[src/rtl/multicycle_control_unit_pkg.sv]
// Shared constants for the multicycle control unit: FSM states, supported
// opcodes and ALU operation encodings, plus a small opcode-support helper.
package multicycle_control_unit_pkg;

    typedef enum logic [2:0] {
        ST_IDLE,
        ST_EXEC,
        ST_MEM,
        ST_WB,
        ST_TRAP
    } state_t;

    localparam logic [6:0] OPC_R     = 7'b0110011;
    localparam logic [6:0] OPC_I     = 7'b0010011;
    localparam logic [6:0] OPC_LOAD  = 7'b0000011;
    localparam logic [6:0] OPC_S     = 7'b0100011;
    localparam logic [6:0] OPC_B     = 7'b1100011;
    localparam logic [6:0] OPC_LUI   = 7'b0110111;
    localparam logic [6:0] OPC_AUIPC = 7'b0010111;
    localparam logic [6:0] OPC_JAL   = 7'b1101111;
    localparam logic [6:0] OPC_JALR  = 7'b1100111;

    localparam logic [3:0] ALU_ADD  = 4'd0;
    localparam logic [3:0] ALU_SUB  = 4'd1;
    localparam logic [3:0] ALU_SLL  = 4'd2;
    localparam logic [3:0] ALU_SLT  = 4'd3;
    localparam logic [3:0] ALU_SLTU = 4'd4;
    localparam logic [3:0] ALU_XOR  = 4'd5;
    localparam logic [3:0] ALU_SRL  = 4'd6;
    localparam logic [3:0] ALU_SRA  = 4'd7;
    localparam logic [3:0] ALU_OR   = 4'd8;
    localparam logic [3:0] ALU_AND  = 4'd9;

    function automatic logic opcode_supported(input logic [6:0] op);
        case (op)
            OPC_R, OPC_I, OPC_LOAD, OPC_S, OPC_B,
            OPC_LUI, OPC_AUIPC, OPC_JAL, OPC_JALR: opcode_supported = 1'b1;
            default:                               opcode_supported = 1'b0;
        endcase
    endfunction

endpackage

[src/rtl/multicycle_control_unit_alu_decode.sv]
// Combinational ALU operation decode from instruction fields.
// Ports:
//   opcode_i, funct3_i, funct7_i : latched instruction fields
//   alu_op_o                     : ALU_* operation code
module alu_decode
    import multicycle_control_unit_pkg::*;
(
    input  logic [6:0] opcode_i,
    input  logic [2:0] funct3_i,
    input  logic [6:0] funct7_i,
    output logic [3:0] alu_op_o
);

    always_comb begin
        alu_op_o = ALU_ADD;
        case (opcode_i)
            OPC_R, OPC_I: begin
                case (funct3_i)
                    // Subtract exists only in register form; I-type bit 30 is immediate data.
                    3'b000:  alu_op_o = (opcode_i == OPC_R && funct7_i[5]) ? ALU_SUB : ALU_ADD;
                    3'b001:  alu_op_o = ALU_SLL;
                    3'b010:  alu_op_o = ALU_SLT;
                    3'b011:  alu_op_o = ALU_SLTU;
                    3'b100:  alu_op_o = ALU_XOR;
                    3'b101:  alu_op_o = funct7_i[5] ? ALU_SRA : ALU_SRL;
                    3'b110:  alu_op_o = ALU_OR;
                    default: alu_op_o = ALU_AND;
                endcase
            end
            OPC_B: begin
                case (funct3_i)
                    3'b000, 3'b001: alu_op_o = ALU_XOR;
                    3'b100, 3'b101: alu_op_o = ALU_SLT;
                    3'b110, 3'b111: alu_op_o = ALU_SLTU;
                    default:        alu_op_o = ALU_ADD;
                endcase
            end
            default: alu_op_o = ALU_ADD;
        endcase
    end

endmodule

[src/rtl/multicycle_control_unit.sv]
// Multicycle instruction control unit: IDLE -> EXEC -> (MEM) -> WB | TRAP.
// Ports:
//   clk, rst_n            : clock, asynchronous active-low reset
//   instr_valid/ready     : instruction handshake (accept only in IDLE)
//   opcode/funct3/funct7  : instruction fields, latched on accept
//   addr_lo               : low address bits for alignment and lane select
//   mem_req/mem_ack       : data-memory request / completion
//   alu_op, mem_write     : ALU operation, store byte-enable lanes
//   reg_write, pc_update  : writeback strobes
//   busy, illegal, timeout: status
module multicycle_control_unit
    import multicycle_control_unit_pkg::*;
#(
    parameter int unsigned TIMEOUT_CYCLES = 16,
    parameter bit          ALIGN_STORE    = 1'b1
) (
    input  logic       clk,
    input  logic       rst_n,
    input  logic       instr_valid,
    output logic       instr_ready,
    input  logic [6:0] opcode,
    input  logic [2:0] funct3,
    input  logic [6:0] funct7,
    input  logic [1:0] addr_lo,
    output logic       mem_req,
    input  logic       mem_ack,
    output logic [3:0] alu_op,
    output logic [3:0] mem_write,
    output logic       reg_write,
    output logic       pc_update,
    output logic       busy,
    output logic       illegal,
    output logic       timeout
);

    localparam logic [7:0] WAIT_LAST = 8'(TIMEOUT_CYCLES - 1);

    state_t     state_q, state_d;
    logic [7:0] wait_cnt_q, wait_cnt_d;
    logic [6:0] opcode_q, opcode_d;
    logic [2:0] funct3_q, funct3_d;
    logic [6:0] funct7_q, funct7_d;
    logic       to_cause_q, to_cause_d;   // 1: trap caused by memory timeout

    logic [3:0] dec_alu_op;
    logic       is_mem_op;
    logic       is_store;
    logic       misaligned;
    logic [3:0] lane_base;
    logic [3:0] store_mask;

    alu_decode u_alu_decode (
        .opcode_i (opcode_q),
        .funct3_i (funct3_q),
        .funct7_i (funct7_q),
        .alu_op_o (dec_alu_op)
    );

    assign is_store  = (opcode_q == OPC_S);
    assign is_mem_op = is_store || (opcode_q == OPC_LOAD);

    // funct3[1:0] carries the access size: 00 byte, 01 half, otherwise word.
    always_comb begin
        misaligned = 1'b0;
        lane_base  = 4'b1111;
        case (funct3_q[1:0])
            2'b00: lane_base = 4'b0001;
            2'b01: begin
                lane_base  = 4'b0011;
                misaligned = addr_lo[0];
            end
            default: begin
                lane_base  = 4'b1111;
                misaligned = (addr_lo != 2'b00);
            end
        endcase
    end

    assign store_mask = ALIGN_STORE ? 4'(lane_base << addr_lo) : lane_base;

    always_comb begin
        state_d     = state_q;
        wait_cnt_d  = '0;
        to_cause_d  = to_cause_q;
        opcode_d    = opcode_q;
        funct3_d    = funct3_q;
        funct7_d    = funct7_q;
        instr_ready = 1'b0;
        mem_req     = 1'b0;
        alu_op      = '0;
        mem_write   = '0;
        reg_write   = 1'b0;
        pc_update   = 1'b0;
        illegal     = 1'b0;
        timeout     = 1'b0;

        case (state_q)
            ST_IDLE: begin
                instr_ready = 1'b1;
                if (instr_valid) begin
                    opcode_d = opcode;
                    funct3_d = funct3;
                    funct7_d = funct7;
                    state_d  = ST_EXEC;
                end
            end
            ST_EXEC: begin
                alu_op = dec_alu_op;
                if (!opcode_supported(opcode_q) || (is_mem_op && misaligned)) begin
                    to_cause_d = 1'b0;
                    state_d    = ST_TRAP;
                end else if (is_mem_op) begin
                    state_d = ST_MEM;
                end else begin
                    state_d = ST_WB;
                end
            end
            ST_MEM: begin
                alu_op    = dec_alu_op;
                mem_req   = 1'b1;
                mem_write = is_store ? store_mask : 4'b0000;
                // Ack on the final wait cycle still completes normally.
                if (mem_ack) begin
                    state_d = ST_WB;
                end else if (wait_cnt_q >= WAIT_LAST) begin
                    to_cause_d = 1'b1;
                    state_d    = ST_TRAP;
                end else begin
                    wait_cnt_d = (wait_cnt_q == '1) ? wait_cnt_q : wait_cnt_q + 8'd1;
                end
            end
            ST_WB: begin
                pc_update = 1'b1;
                reg_write = !(is_store || opcode_q == OPC_B);
                state_d   = ST_IDLE;
            end
            ST_TRAP: begin
                illegal = !to_cause_q;
                timeout = to_cause_q;
                state_d = ST_IDLE;
            end
            default: state_d = ST_IDLE;
        endcase
    end

    assign busy = (state_q != ST_IDLE);

    always_ff @(posedge clk or negedge rst_n) begin
        if (!rst_n) begin
            state_q    <= ST_IDLE;
            wait_cnt_q <= '0;
            to_cause_q <= 1'b0;
            opcode_q   <= '0;
            funct3_q   <= '0;
            funct7_q   <= '0;
        end else begin
            state_q    <= state_d;
            wait_cnt_q <= wait_cnt_d;
            to_cause_q <= to_cause_d;
            opcode_q   <= opcode_d;
            funct3_q   <= funct3_d;
            funct7_q   <= funct7_d;
        end
    end

endmodule

[config.mk]
export PLATFORM = sky130hd
export DESIGN_NAME = multicycle_control_unit
export DESIGN_NICKNAME = d
export VERILOG_FILES = /design/src/rtl/multicycle_control_unit_pkg.sv /design/src/rtl/multicycle_control_unit_alu_decode.sv /design/src/rtl/multicycle_control_unit.sv
export SDC_FILE = /design/constraint.sdc
export NUM_CORES = 1
export LEC_CHECK = 0
export ABC_CLOCK_PERIOD_IN_PS = 2300
export CAP_MARGIN = 25
export CORE_MARGIN = 5
export CORE_UTILIZATION = 25
export CTS_BUF_LIST = sky130_fd_sc_hd__clkbuf_4
export DETAILED_ROUTE_END_ITERATION = 8
export PLACE_DENSITY = 0.59
export SYNTH_ARGS = -nofsm -noshare
export SYNTH_HDL_FRONTEND = slang
export SYNTH_SLANG_ARGS = --single-unit
[constraint.sdc]
create_clock -name clk -period 2.3 [get_ports clk]
set_input_delay 0.23 -clock clk [delete_from_list [all_inputs] [get_ports clk]]
set_output_delay 0.23 -clock clk [all_outputs]
set_load 0.01 [all_outputs]
======== After elaboration in Yosys (flattened, before gate mapping) ========
Cells that the tools add are included.
operators by class
  add/sub/neg operators ................... 1
  magnitude comparators ................... 1
  equal/unequal tests ..................... 28
  shifts and indexed selects .............. 1
  muxes and demuxes ....................... 32
  reduce and logical (&&, ||, !) cells .... 23
operator list
  kind                   number
  $mux W8                4
  $pmux W4 S7            1
  $eq A7 B6 Y1 const B   3
  $eq A7 B7 Y1 const B   3
  $pmux W3 S3            2
  $pmux W4 S2            2
  $eq A3 B3 Y1 const B   5
  $eq A7 B5 Y1 const B   2
  $mux W1                14
  $eq A3 B2 Y1 const B   4
  $mux W3                4
  $mux W4                3
  $reduce_or A2 Y1       5
  $reduce_or A9 Y1       1
  $add A8 B1 Y8 const B  1
  $eq A8 B8 Y1 const B   1
  $ge A8 B4 Y1 const B   1
  $ne A2 B2 Y1 const B   4
  $eq A7 B2 Y1 const B   1
  $eq A3 B1 Y1 const B   2
  $logic_not A3 Y1       2
  $ne A4 B4 Y1 const B   1
  $pmux W1 S2            2
  $reduce_and A2 Y1      2
  10 further kinds       16
storage, ports and cells
  bits in registers ....................... 28
  input port bits ......................... 23
  output and inout bits ................... 15
  word-level logic and storage cells ...... 92

======== Depth between registers and ports, before layout ========
  depth in word-level cells ............... 8
  gate-level depth with buffers ........... 7
  mapped depth without buffers ............ 5

======== Modules after synthesis ========
From an unflattened synthesis, not the netlist that was laid out.
second synthesis, totals
  cell total of the unflattened synthesis .. 142
  area, all modules ....................... 1625.3 um^2
by module, submodules not included
  module                   times used  cells each  area an instance (um^2)  sequential area each (um^2)
  multicycle_control_unit  1           113         1378.8                   725.7
  alu_decode               1           29          246.5                    0.0

======== Worst setup path before layout ========
Ideal clock, no wire load.
  path kind ............................... register -> output
  start ................................... register opcode_q[3]
  end ..................................... output alu_op[2]
  data arrival time ....................... 1.436 ns
  required time ........................... 2.070 ns
  setup slack ............................. 0.634 ns
  stages on the path, launching flop included .. 5
  path buffers ............................ 0
  cell sequence ........................... dfrtp_1 -> nand4bb_4 -> nor3_1 -> a22oi_1 -> a221oi_2
on the way
  longest elaborated chain between the ends .. 4
  elaborated cells on any way between the ends .. 6
  those cells by class .................... eq/ne (3); mux (2); reduce/logical (1)
ends and longest elaborated chain
  element                                       RTL line                                  RTL
  start: declaration                            multicycle_control_unit.sv:40             logic [6:0] opcode_q, opcode_d;
  start signal: assignment                      multicycle_control_unit.sv:160            opcode_q <= opcode_d;
  $eq A7 B5 Y1 or $eq A7 B6 Y1 (tied branches)  multicycle_control_unit_alu_decode.sv:16  case (opcode_i)
  $reduce_or A2 Y1                              multicycle_control_unit_alu_decode.sv:16
  $pmux W4 S2 *                                 multicycle_control_unit_alu_decode.sv:16
  $mux W4 *                                     multicycle_control_unit.sv:97             case (state_q)
  end: declaration                              multicycle_control_unit.sv:27             output logic [3:0] alu_op,
Mark *: on every way between the ends. The rest lies on a longest branch, timed or not.

======== Final worst setup path ========
Ends and elaborated chain as after synthesis.

==> out/metrics.cfg <==
[yosys]
async_flop_share_pct=100.0
synthCells=120
synthTopCellsByCount=dfrtp_1 (23), nand2_1 (12), mux2_4 (8), a21oi_1 (7), nor2_1 (7)
synthTopCellsByArea=dfrtp_1 (44%), mux2_4 (9.3%), nand2_1 (3.5%)
synth.top_cell.area_share_pct=44.36
yosysWarnings=0
ys_seq_area_share_pct=44.36
syn_avg_cell_area_um2=10.81
ys.flop_type=dfrtp_1
synth.most_common_cell=dfrtp_1
synth_cell_type_count=49
synth_top_area_cell=dfrtp_1
ys_ff_latch=23
synth-edff-count=0
syn_area_um2=1297

[clock_network]
htreeDepth=1
path_clk_slew_ps=140
clock-sinks=23
clock_latency_ps=310
hold_buffers=0
cts_root_buf=clkbuf_4
numCtsBuffers=3
clockBufferDepth=2
tritoncts=yes

[route]
drtPass1Iterations=4
vias_per_cell=4.564
remaining_drc_errors=0
antenna_left=0
wl_per_cell_um=12.07
routed_wl_mm=2.739
drt_iter0_drc=37
vias=1036

[placed_design]
gp_congestion=0.7202
io_buffer_count=31
dpl.cell_count=222
dpl.hpwl_mm=2.084
place_area_um2=1689

[power_and_ir_drop]
ir_drop_mv=0.4325
seq_power_share_pct=46.9
switchingPower_mw=0.5946
p_leak_nw=0.7278
switching_share_pct=36.90
p_int_mw=1.017
power_density_nw_per_um2=930.4
p_clk_share_pct=12.4
p_comb_share_pct=40.7

[sta]
fin_hold_ws_ps=259.5
finClkSkew_ps=15.39
min_period_ps=2171
hold_violations=0
maxClockFrequency_ghz=0.4607
rsz0062_at_grt=true
maxSlewViolCount=0
fin_crit_sh_pct=94.38
setup_viol=0
fin_setup_tns_ps=0

[critical_path]
required_ps=2070
end_kind=output port
crit_type=flip-flop to output port
cp.arrival_ps=1940
cp-start-kind=flip-flop
cp_max_fo=4
regToRegSetupSlack_ps=620

[cells_and_area]
drive_gt1_share_pct=22.29
final_cells=227
nNetsFinal=182
n_fill_cell=553
diodes=0
fin_area_um2=1732
syn2layout_area_growth_pct=33.46

[global_routing]
grt_max_degree=24
grt_pass1_vias=968
antenna_found_initial=0
grt_pass1_wl_mm=4.664
grt-ovfl-total=0
grt.total_usage_pct=8.949

[die]
ios=38
die_h_um=82.04
die_w_um=82.04
start_util_pct=25.57
die_area_um2=6731
num_rows=26
core_area_um2=5075

[job]
max_cap_viol_count=0

[outcome]
status=complete, no violations

[hold_path]
hp-class=input port to async pin

-- state kept, by name (all words and copies together), names as in the netlist --
signal      count
wait_cnt_q      8
opcode_q        7
funct3_q        3
state_q         3
funct7_q        1
to_cause_q      1
-- area by class of cell --
| cell class | instances | area, um2 | share of cell area [%] |
|---|---|---|---|
| multi-input cells | 90 | 686.9 | 39.67 |
| repair buffers | 36 | 334.1 | 19.29 |
| inverters | 4 | 15.01 | 0.8671 |
| clock buffers | 4 | 30.03 | 1.734 |
| flip-flops and latches | 23 | 578.1 | 33.38 |
| well taps | 70 | 87.58 | 5.058 |
-- placed cells by master, fill, tap and decap left out, drive strengths merged, types with 2 or more instances in the layout --
master and n:
clkdlybuf4s50 23, dlygate4sd2 5, and2 2, a22oi 2, a21boi 2, nor3 6, nand2 12, buf 5
nand4 2, dfrtp 23, o21ai 4, nor2 7, conb 4, a211oi 2, a21oi 7, nor3b 3
clkbuf 6, nor2b 2, o2111ai 2, mux2 10, inv 4, nand3 2
-- through the flow --
step	worst slack [ps]	power [mW]	utilization [%]
global placement	88.10	1.393	33.28
floorplan	633.7	1.235	-
global route	-8.861	1.745	34.12
finish	129.3	1.611	34.12
detailed placement	85.71	1.407	33.28
CTS	5.704	1.621	34.07
-- kinds of logic after synthesis --
group | Yosys count | synth area share [%]
muxes | 10 | 10.99
DFF | 23 | 44.36
xor gates and xnor gates | 2 | 1.350
adders and majority gates | 1 | 0.9642
AOI/OAI and AO/OA | 28 | 15.33
and+or+nand+nor | 45 | 21.89
buffers and inverters | 10 | 4.821
other | 1 | 0.2890
-- final timing paths --
check / startpoint / endpoint / depth (start not counted)
worst min-delay path: rst_n / opcode_q[3]$_DFFE_PN0P_ / 2
worst max register to register: state_q[2]$_DFFE_PN0P_ / funct3_q[2]$_DFFE_PN0P_ / 4
max in group asynchronous: rst_n / state_q[1]$_DFFE_PN0P_ / 2
worst min register to register: wait_cnt_q[0]$_DFFE_PN0P_ / wait_cnt_q[0]$_DFFE_PN0P_ / 1
min in group clk: wait_cnt_q[0]$_DFFE_PN0P_ / wait_cnt_q[0]$_DFFE_PN0P_ / 1
worst max-delay path: opcode_q[3]$_DFFE_PN0P_ / alu_op[2] / 6
-- routing by layer --
layer | vias to the layer above | routed length, um | GRT usage [%]
met3 | 2 | 152 | 2.193
met5 | - | 0 | 0
li1 | 512 | - | -
met1 | 502 | 1274 | 12.63
met4 | 0 | 31 | 2.990
met2 | 20 | 1280 | 13.25
-- what timing repair did --
item | in CTS | in global routing
pin swaps | 1 | 0
cloned | 0 | 0
setup endpoints to repair | 8 | 3
setup buffers | 1 | 0
resized for setup | 9 | 9
-- power groups by stage --
stage | Combinational [mW] | Sequential [mW] | Clock, mW
CTS | 0.663 | 0.752 | 0.207
detailed placement | 0.652 | 0.755 | 0
global placement | 0.648 | 0.745 | 0
floorplan | 0.604 | 0.630 | 0
finish | 0.656 | 0.756 | 0.200
global route | 0.726 | 0.791 | 0.228
-- critical path: stages (launching register included) --
cell,delay [ps]
dfrtp_1,420
nand4bb_4,280
nor3b_4,250
buf_4,160
a22oi_1,70
a221oi_2,280
clkbuf_2,170
(Power assumes the default switching activity.)
==> edit 1, RTL diff (same flow settings) <==
Change the parameter `ALIGN_STORE` from 1'b1 to 1'b0.
--- a/src/rtl/multicycle_control_unit.sv
+++ b/src/rtl/multicycle_control_unit.sv
@@ -12,7 +12,7 @@
     import multicycle_control_unit_pkg::*;
 #(
     parameter int unsigned TIMEOUT_CYCLES = 16,
-    parameter bit          ALIGN_STORE    = 1'b1
+    parameter bit          ALIGN_STORE    = 1'b0
 ) (
     input  logic       clk,
     input  logic       rst_n,
Check against the original RTL: not equivalent (Yosys sat finds a counterexample within 4 cycles, from zero or initial values and one cycle with rst_n low).
==> edit 1 against the original RTL <==
- power increased by 8.5%
- design area is 5.4% higher
- synthesized area is 0.58% lower
- via count about the same
- count of clock-buffer cells in the layout is 1 lower
- setup slack got worse by 28 ps
- sequential share of layout area is 1.7 points lower
- routed wire length rose by 9.5%
- critical path depth is 2 lower
- sequential cell count did not move
- critical path type unchanged
- largest power group is now combinational cells
==> edit 1: results (changes against the original RTL) <==
status=complete, no violations; async set-reset flop share out of synthesis=100% (unchanged); antenna violations before repair=0 (unchanged); First DRT Iteration DRCs=42 (+14%); RR Endpoint=opcode_q[4]$_DFFE_PN0P_; clk_skew=4.30 ps (-11.1 ps); clk root buf=clkbuf_4; leakage power=0.756 nW (+3.9%); CTS Buf Count=3 (unchanged); Antenna Cells=0 (unchanged); maxcap violations=0 (unchanged); DR WL/cell=13.0 um (+7.6%); Reg2Reg Setup Slack=340 ps (-280 ps); slowest CP cell=or4_4; first drt pass iteration count=4 (unchanged); Crit. Startpoint=opcode_q[2]$_DFFE_PN0P_; post-synthesis cell type count=46 (-6.1%); Post-Layout Cell Count=231 (+1.8%); biggest regs=wait_cnt_q x8, opcode_q x7; top post-synthesis cells by count=dfrtp_1 (23), mux2_2 (10), nor2_1 (7); Post-Place Worst Slack=62.6 ps (-23.1 ps); worst hold margin=242 ps (-17.1 ps); CP max FO=6 (+2); VDD IR-drop max=0.000308 V (-29%); routed vias/inst=4.48 (-1.8%); Gate Count Post-Synth=114 (-5.0%); vias in the first global route=1,100 (+14%); DP Wirelength=2.40 mm (+15%); total track usage=9.89% (+0.94 points); layout cells sized above 1=28.6% (+6.3 points); FILL cells=552 (-0.18%); clk buf depth=2 (unchanged); Reg2Reg Depth=5 (+1); worst slew pin tran=514 ps; data arrival time of the critical path=1970 ps (+30 ps); RR Startpoint=state_q[0]$_DFFE_PN0P_; register area share after synthesis=44.6% (+0.26 points); first-pass GRT wire length=5.02 mm (+7.7%); routability cong.=0.813 (+13%); top cells by area, synth=dfrtp_1 (45%), mux2_2 (8.7%), a21oi_1 (2.3%), a2111oi_4 (2.1%), nand4bb_4 (2.1%); CP max stage delay=550 ps (+130 ps); final net count=186 (+2.2%)
[edit 1: stage by stage]
stage	instance area, um2	power [mW]
finish	1830	1.75
global route	1830	1.88
CTS	1790	1.75
detailed placement	1730	1.51
global placement	1730	1.48
floorplan	1300	1.22
[edit 1: metal layers]
layer  wire length (um)  GRT usage [%]  share of wire (%)  vias to the layer above
met1               1200           11.0                 40                      507
met3                145           3.07                4.8                        7
met2               1600           17.8                 53                       19
li1                   -              -                  -                      502
met4                 57           3.16                1.9                        0
met5                  0              0                  0                        -
[edit 1: cell families after synthesis]
| group | Yosys count | share of synthesized area (%) |
|---|---|---|
| AND/OR/NAND/NOR | 41 | 22.2 |
| flip-flops | 23 | 44.6 |
| AO/OA/AOI/OAI | 22 | 15.0 |
| buffers and inverters | 12 | 5.33 |
| multiplexers | 11 | 9.51 |
| XOR/XNOR | 3 | 2.04 |
| adder cells (fa/ha/maj) | 1 | 0.970 |
| other | 1 | 0.291 |
[edit 1: worst max-delay path: cells and delay by family, from the launching register on]
kind	cells	cell delay, ps
AND/OR/NAND/NOR	2	830
flip-flops	1	400
buffers and inverters	1	280
AO/OA/AOI/OAI	1	130
[edit 1: how the worst max path moves through the flow]
stage                    to  slack, ps  depth (start not counted)
2_1_floorplan  mem_write[3]        330                          6
3_3_place_gp      alu_op[0]        150                          4
3_5_place_dp      alu_op[2]         60                          5
4_1_cts           alu_op[2]       -200                          5
5_1_grt           alu_op[2]         -8                          7
6_report          alu_op[1]        100                          4
[edit 1: cell type report]
class	count	area (um2)	area share, %
clock buffers	3	22.5	1.23
inverters	5	18.8	1.03
flip-flops and latches	23	578	31.7
multi-input cells	82	687	37.6
clock inverters	1	7.51	0.411
well taps	70	87.6	4.80
repair buffers	47	424	23.2
[edit 1: report_power, final]
part	leakage, nW	switching (mW)	internal, mW
clock	0.0139	0.127	0.0665
sequential	0.283	0.145	0.531
combinational	0.460	0.405	0.473
total	0.756	0.677	1.07
[edit 1: timing repair]
| action | in CTS | in global routing |
|---|---|---|
| setup endpoints to repair | 8 | 7 |
| resized for setup | 9 | 11 |
| buffers inserted | 3 | 2 |
| pin swaps | 1 | 2 |
==> edit 2, RTL diff (same settings) <==
Without the edit above. Re-encode `state_t` (5 states) as one-hot, 5 bits wide.
--- a/src/rtl/multicycle_control_unit_pkg.sv
+++ b/src/rtl/multicycle_control_unit_pkg.sv
@@ -2,12 +2,12 @@
 // opcodes and ALU operation encodings, plus a small opcode-support helper.
 package multicycle_control_unit_pkg;
 
-    typedef enum logic [2:0] {
-        ST_IDLE,
-        ST_EXEC,
-        ST_MEM,
-        ST_WB,
-        ST_TRAP
+    typedef enum logic [4:0] {
+        ST_IDLE = 5'b00001,
+        ST_EXEC = 5'b00010,
+        ST_MEM  = 5'b00100,
+        ST_WB   = 5'b01000,
+        ST_TRAP = 5'b10000
     } state_t;
 
     localparam logic [6:0] OPC_R     = 7'b0110011;
Check against the original RTL: same outputs for any inputs over 10 cycles, from zero or initial values and one cycle with rst_n low; not proved beyond that.
==> edit 2 against the original RTL <==
- setup slack got worse by 29 ps
- sequential cell count is 2 higher
- power up 8.4%
- synthesized cell count is 10% higher
- utilization rose by 0.44 points
- die area is 8.5% higher
- non-clock buffer count up 5
- combinational power up 24%
- maximum frequency down 1.3%
- design area is 9.9% higher
- routed wire length grew 14%
- synthesized area up 9.7%
- critical path depth decreased by 1
==> edit 2: results (changes against the original RTL) <==
status=complete, no violations; worst hold margin=230 ps (-29.4 ps); final net count=201 (+10%); Critical Path End=mem_write[0]; setup bufs post-CTS=2 (+1); Post-Place Worst Slack=101 ps (+15.5 ps); Mean Syn Cell Area=10.8 um2 (-0.24%); Reg2Reg Setup Slack=600 ps (-20 ps); Post-Layout Cell Count=248 (+9.3%); post-synthesis cell type count=52 (+6.1%); Resize count post-CTS=11 (+2); routed vias/inst=4.52 (-0.87%); Non-clk invs=9 (+5); routability cong.=0.753 (+4.5%); multi-input gates=97 (+7.8%); mux contribution to synthesized area=11.8% (+0.78 points); top cells by area, synth=dfrtp_1 (42%), mux2_4 (9.5%), nand3_1 (2.5%), nand4_1 (2.2%), a21oi_1 (2.1%); clk_skew=11.8 ps (-3.62 ps); FILL cells=563 (+1.8%); grt met2 use=14.0% (+0.74 points); num sequential=25 (+8.7%); VDD IR-drop max=0.000323 V (-25%); DP Wirelength=2.38 mm (+14%); top post-synthesis cells by count=dfrtp_1 (24), mux2_4 (9), nand2_1 (8), nor2_1 (8); data arrival time of the critical path=1970 ps (+30 ps); leakage power=0.828 nW (+14%); RR Endpoint=funct3_q[1]$_DFFE_PN0P_; Synth Area in XOR/XNOR=0.615% (-0.73 points); biggest regs=wait_cnt_q x8, opcode_q x7, state_q x5; Synth Area in Adders=0.879% (-0.086 points); total track usage=9.01% (+0.063 points); met2 WL=1.48 mm (+16%); Non-clock buffers=41 (+14%); multi-input combinational area share=39.7% (+0.043 points); Routed WL=3.11 mm (+14%); RR Startpoint=state_q[3]$_DFFE_PN0P_; Clock Latency Late Sink=330 ps (+20 ps); Peak Freq=455 MHz (-1.3%)
==> edit 2: cell count changes in the layout (fill, tap and decap cells not counted), moves of 3 or more <==
cell | before | now
nand2_1 | 12 | 7
nand4_1 | 2 | 5
dfrtp_1 | 21 | 24
nand3_1 | 2 | 7
inv_1 | 3 | 7
buf_4 | 5 | 10
==> edit 2: worst reg2reg max path, stage by stage (launching register included) <==
cell and delay, ps:
dfrtp_1 430, nor2_1 180, and4bb_2 310, nand2_2 260, mux2_1 400
==> edit 2: power by group <==
group	internal, mW	switching (mW)	total, mW
sequential	0.569	0.144	0.713
combinational	0.456	0.359	0.815
clock	0.0710	0.147	0.218
==> edit 2: stage by stage <==
| stage | area [um2] | power (mW) | utilization, % |
|---|---|---|---|
| CTS | 1910 | 1.77 | 34.7 |
| floorplan | 1440 | 1.26 | - |
| detailed placement | 1870 | 1.51 | 33.9 |
| global route | 1900 | 1.88 | 34.6 |
| global placement | 1870 | 1.50 | 33.9 |
| finish | 1900 | 1.75 | 34.6 |
